--- src/rtl/irq_request_capture.sv ---
// irq_request_capture: synchronises eight request lines, latches them as
// pending bits, presents the masked vector to the downstream 8:3 encoder and
// clears the serviced bit when the consumer acknowledges the encoded index.
module irq_request_capture #(
    parameter int SYNC_STAGES = 2,    // synchroniser depth per line, >= 2
    parameter bit EDGE_MODE   = 1'b1, // 1: rising edge sets pending, 0: level
    parameter int HOLDOFF_CYC = 1     // irq-low cycles after each ack, 0..15
) (
    input  logic       clk,
    input  logic       rst_n,
    input  logic [7:0] req_in,
    input  logic [7:0] mask,
    input  logic       global_en,
    output logic [7:0] pend_vec,
    output logic       enc_en,
    input  logic [2:0] enc_idx,
    output logic       irq,
    input  logic       ack,
    output logic       ack_err,
    output logic [7:0] ovf,
    input  logic       ovf_clr,
    output logic [1:0] state_dbg
);

    // Handshake: irq (valid) stays high while in ASSERT; the consumer answers
    // with a one-cycle ack strobe naming enc_idx. The ack is accepted only if
    // it arrives in ASSERT and the named bit is currently visible in pend_vec;
    // any other ack is rejected, clears nothing and raises ack_err next cycle.

    typedef enum logic [1:0] {
        IDLE    = 2'd0,
        ASSERT  = 2'd1,
        HOLDOFF = 2'd2
    } state_t;

    localparam logic [3:0] HOLD_INIT = 4'(HOLDOFF_CYC);

    logic [7:0] sync_q [SYNC_STAGES];
    logic [7:0] d_q;
    logic [7:0] s_vec;
    logic [7:0] set_vec;
    logic [7:0] clr_vec;
    logic [7:0] new_ovf;
    logic [7:0] pending_q;
    logic [7:0] ovf_q;
    logic       ack_err_q;
    logic       ack_ok;
    state_t     state_q;
    state_t     state_d;
    logic [3:0] cnt_q;
    logic [3:0] cnt_d;

    // Synchroniser chain plus one extra flop for edge detection.
    always_ff @(posedge clk or negedge rst_n) begin
        if (!rst_n) begin
            for (int i = 0; i < SYNC_STAGES; i++) begin
                sync_q[i] <= '0;
            end
            d_q <= '0;
        end else begin
            sync_q[0] <= req_in;
            for (int i = 1; i < SYNC_STAGES; i++) begin
                sync_q[i] <= sync_q[i-1];
            end
            d_q <= sync_q[SYNC_STAGES-1];
        end
    end

    assign s_vec    = sync_q[SYNC_STAGES-1];
    assign set_vec  = EDGE_MODE ? (s_vec & ~d_q) : s_vec;
    assign pend_vec = pending_q & mask;
    assign ack_ok   = ack && (state_q == ASSERT) && pend_vec[enc_idx];
    assign clr_vec  = ack_ok ? (8'd1 << enc_idx) : 8'd0;
    // A level request that is still high is not an overflow, only a re-set.
    assign new_ovf  = EDGE_MODE ? (set_vec & pending_q & ~clr_vec) : 8'd0;

    // Pending bits: a fresh set beats a clear of the same bit.
    always_ff @(posedge clk or negedge rst_n) begin
        if (!rst_n) begin
            pending_q <= '0;
        end else begin
            pending_q <= set_vec | (pending_q & ~clr_vec);
        end
    end

    // Sticky overflow flags; an overflow in the clear cycle survives the clear.
    always_ff @(posedge clk or negedge rst_n) begin
        if (!rst_n) begin
            ovf_q <= '0;
        end else if (ovf_clr) begin
            ovf_q <= new_ovf;
        end else begin
            ovf_q <= ovf_q | new_ovf;
        end
    end

    // Registered one-cycle error pulse for a rejected ack.
    always_ff @(posedge clk or negedge rst_n) begin
        if (!rst_n) begin
            ack_err_q <= 1'b0;
        end else begin
            ack_err_q <= ack && !ack_ok;
        end
    end

    // FSM state and holdoff counter registers.
    always_ff @(posedge clk or negedge rst_n) begin
        if (!rst_n) begin
            state_q <= IDLE;
            cnt_q   <= '0;
        end else begin
            state_q <= state_d;
            cnt_q   <= cnt_d;
        end
    end

    // FSM next-state and holdoff counter update.
    always_comb begin
        state_d = state_q;
        cnt_d   = cnt_q;
        case (state_q)
            IDLE: begin
                if (global_en && (pend_vec != 8'd0)) begin
                    state_d = ASSERT;
                end
            end
            ASSERT: begin
                if (ack_ok) begin
                    cnt_d   = HOLD_INIT;
                    state_d = (HOLD_INIT == 4'd0) ? IDLE : HOLDOFF;
                end else if (!ack && (!global_en || (pend_vec == 8'd0))) begin
                    state_d = IDLE;
                end
            end
            HOLDOFF: begin
                cnt_d = cnt_q - 4'd1;
                if (cnt_q <= 4'd1) begin
                    state_d = IDLE;
                end
            end
            default: begin
                state_d = IDLE;
                cnt_d   = '0;
            end
        endcase
    end

    assign irq       = (state_q == ASSERT);
    assign enc_en    = (state_q == ASSERT);
    assign ack_err   = ack_err_q;
    assign ovf       = ovf_q;
    assign state_dbg = state_q;

endmodule

--- config.mk ---
export PLATFORM = sky130hd
export DESIGN_NAME = irq_request_capture
export DESIGN_NICKNAME = d
export VERILOG_FILES = /design/src/rtl/irq_request_capture.sv
export SDC_FILE = /design/constraint.sdc
export NUM_CORES = 1
export LEC_CHECK = 0
export CORE_MARGIN = 5
export CORE_UTILIZATION = 52
export DETAILED_ROUTE_END_ITERATION = 7
export GPL_TIMING_DRIVEN = 0
export PLACE_DENSITY = 0.83
export SYNTH_ARGS = -nofsm -noshare
export SYNTH_HDL_FRONTEND = slang
export SYNTH_SLANG_ARGS = --single-unit
--- constraint.sdc ---
create_clock -name clk -period 3 [get_ports clk]
set_input_delay 0.3 -clock clk [delete_from_list [all_inputs] [get_ports clk]]
set_output_delay 0.3 -clock clk [all_outputs]
set_load 0.02 [all_outputs]
==> qor.yml <==
status: "finished, final reports clean"
clkSinkCount: 47
ys_warn_count: 0
n_antenna_cell: 0
grt_max_degree: 28
htree_levels: 2
critical_path_peak_fanout: 7
cts_resized: 0
io_pins: 45
final_util_pct: 72.1
die_w_um: 69.7
multi_input_area_um2: 588
wl_per_cell_um: 14.7
tightest_slew_ns: 0.474
yosys.area.top_type: "dfrtp_1"
relSlewSlack_pct: 68.4
grt_pass1_vias: 1482
port_buffers: 43
timing.final.ws_setup_ns: 0.790
drtIter0Drc: 101
syn_to_final_growth_pct: 31.7
rsz0062_at_grt: "no"
powerDensity_mw_per_mm2: 674
drc: 0
dpl.hpwl_um: 2920
finalPower_mw: 1.65
seqCellArea_mm2: 0.00118
maxCapViolCount: 0
finalNonFillerCells: 257
hp-class: "flop to flop"
syn-num-nets: 188
crit_required_ns: 3.24
setup_tns_ns: 0
period_minus_slack_ns: 2.21
clockRootBuffer: "clkbuf_4"
hold_violations: 0
numCtsBuffers: 5
met2_length_um: 1920
setup_violations: 0
initial_utilization_pct: 54.7
hold_slack_ns: 0.365
postLayoutCellArea_mm2: 0.00244
power.leakage_nw: 1.09
grt_usage_pct: 17.1
clkTransAtPathRegs_ns: 0.13
drt_wl_total_um: 3780
yosysTopAreaCellShare_pct: 63.4
drt-met1-wl_um: 1550
r2r_setup_slack_ns: 0.94
path_class: "input port to flop"
antenna_found_initial: 0
gp_congestion: 0.807
rows: 21
timing.final.crit_share_pct: 73.7
nets: 240
die_area_mm2: 0.00486
cp.arrival_ns: 2.45
core_mm2: 0.00339
firstDrtPassIters: 4
start_kind: "input port"
post_cts_buffers: 0
antenna_left: 0
num_vias: 1358
clkLatencyLatePin_ns: 0.35
syn_area_mm2: 0.00185
grt_remaining_overflow: 0
drive_gt1_share_pct: 7.58
ys_seq_area_share_pct: 63.4
max_clock_freq_mhz: 452
placed_cell_area_mm2: 0.00236
fin_skew_ns: 0.00651
dp.cells: 249
ir_drop_mv: 0.454
grt_pass1_wl_um: 6600
dieHeight_um: 69.7
synth_cell_types: 32
fillCellCount: 243
clockBufferDepth: 2
dr.max_layer_used: "met4"
cts_tree: "yes"
yosys_register_bits: 47
viasPerCell: 5.28
synth.area.top_cells: "dfrtp_1 (63%), nand2_1 (4.5%), inv_1 (4.3%)"
endpoint_kind: "flop"
place_ws_ns: 0.434
synthCells: 159
drv_slew: 0
wl_met3_um: 207
avgSynthCellArea_um2: 11.7
[power by group]
| group | internal [mW] | leakage [nW] | switching, mW | total, mW |
|---|---|---|---|---|
| clock | 0.171 | 0.0373 | 0.187 | 0.358 |
| combinational | 0.258 | 0.514 | 0.287 | 0.545 |
| sequential | 0.700 | 0.541 | 0.0441 | 0.744 |
| total | 1.13 | 1.09 | 0.518 | 1.65 |
[Yosys cell counts]
cell type,number
a211o_1,1
nand2_1,22
or3_1,1
inv_1,21
nor3b_1,1
nor2_1,8
nand3b_1,1
o21ai_0,5
mux4_2,2
mux2_4,1
o31ai_1,3
buf_1,1
mux2_2,1
nor2b_1,1
dfrtp_1,47
buf_4,1
nand2b_1,12
o21ai_1,3
ha_1,5
a22o_1,1
o21a_1,2
nor3_1,1
a31o_2,1
a221oi_2,1
nand4_1,2
o22ai_1,8
o211ai_1,1
mux2_1,1
o221ai_1,1
and2b_1,1
mux2i_1,1
a21boi_0,1
[flip-flops by register name, indices dropped and copies added, names as in the netlist]
name	flops
ovf	8
d_q	8
sync_q	8
state_dbg	2
ack_err	1
pending_q	8
cnt_q	4
s_vec	8
[worst paths after layout]
| check | start | endpoint | cells past startpoint |
|---|---|---|---|
| worst max-delay path | enc_idx[1] | state_dbg[0]$_DFFE_PN0P_ | 5 |
| worst min-delay path | sync_q[8]$_DFF_PN0_ | s_vec[0]$_DFF_PN0_ | 0 |
| worst max register to register | pending_q[3]$_DFF_PN0_ | state_dbg[0]$_DFFE_PN0P_ | 5 |
| worst min register to register | sync_q[8]$_DFF_PN0_ | s_vec[0]$_DFF_PN0_ | 0 |
| max in group asynchronous | rst_n | state_dbg[0]$_DFFE_PN0P_ | 3 |
| min in group asynchronous | rst_n | s_vec[4]$_DFF_PN0_ | 2 |
[routing by layer]
metal,track usage (%),vias up
met5,0,-
met4,8.72,0
met1,20.1,676
li1,-,629
met3,5.07,10
met2,28.2,43
[logic make-up after synthesis]
group	share of synthesized area, %
fa+ha+maj	3.37
buf+inv	4.86
compound gates	10.4
simple gates	13.0
flops	63.4
mux	4.99
[cell type report]
cell class	instances	area share, %
Buffer	2	0.461
Clock buffer	5	1.54
Clock inverter	2	1.54
Inverter	21	3.23
Multi-Input combinational cell	89	24.1
Sequential cell	47	48.2
Tap cell	46	2.36
Timing Repair Buffer	45	18.6
[cell usage in the layout (no fill, tap or decap), drive strengths merged, types with 2 or more instances in the layout]
| cell | instances |
|---|---|
| dfrtp | 47 |
| clkdlybuf4s50 | 42 |
| nand2 | 22 |
| inv | 21 |
| nand2b | 12 |
| o22ai | 8 |
| nor2 | 8 |
| o21ai | 8 |
| ha | 5 |
| clkbuf | 5 |
| buf | 4 |
| o31ai | 3 |
| mux2 | 3 |
| mux4 | 2 |
| o21a | 2 |
| nand4 | 2 |
[critical path, stage by stage]
cell and delay, ns:
clkdlybuf4s50_1 0.63, mux4_2 0.57, mux2_4 0.29, a221oi_2 0.30
mux2_1 0.35
[repair_timing]
action / 4_1_cts / 5_1_grt
endpoints found under the setup margin: 0 / 0
endpoints found under the hold margin: 20 / 0
hold buffers: 1 / 0
No activity file was read; power rests on OpenSTA's default activity.
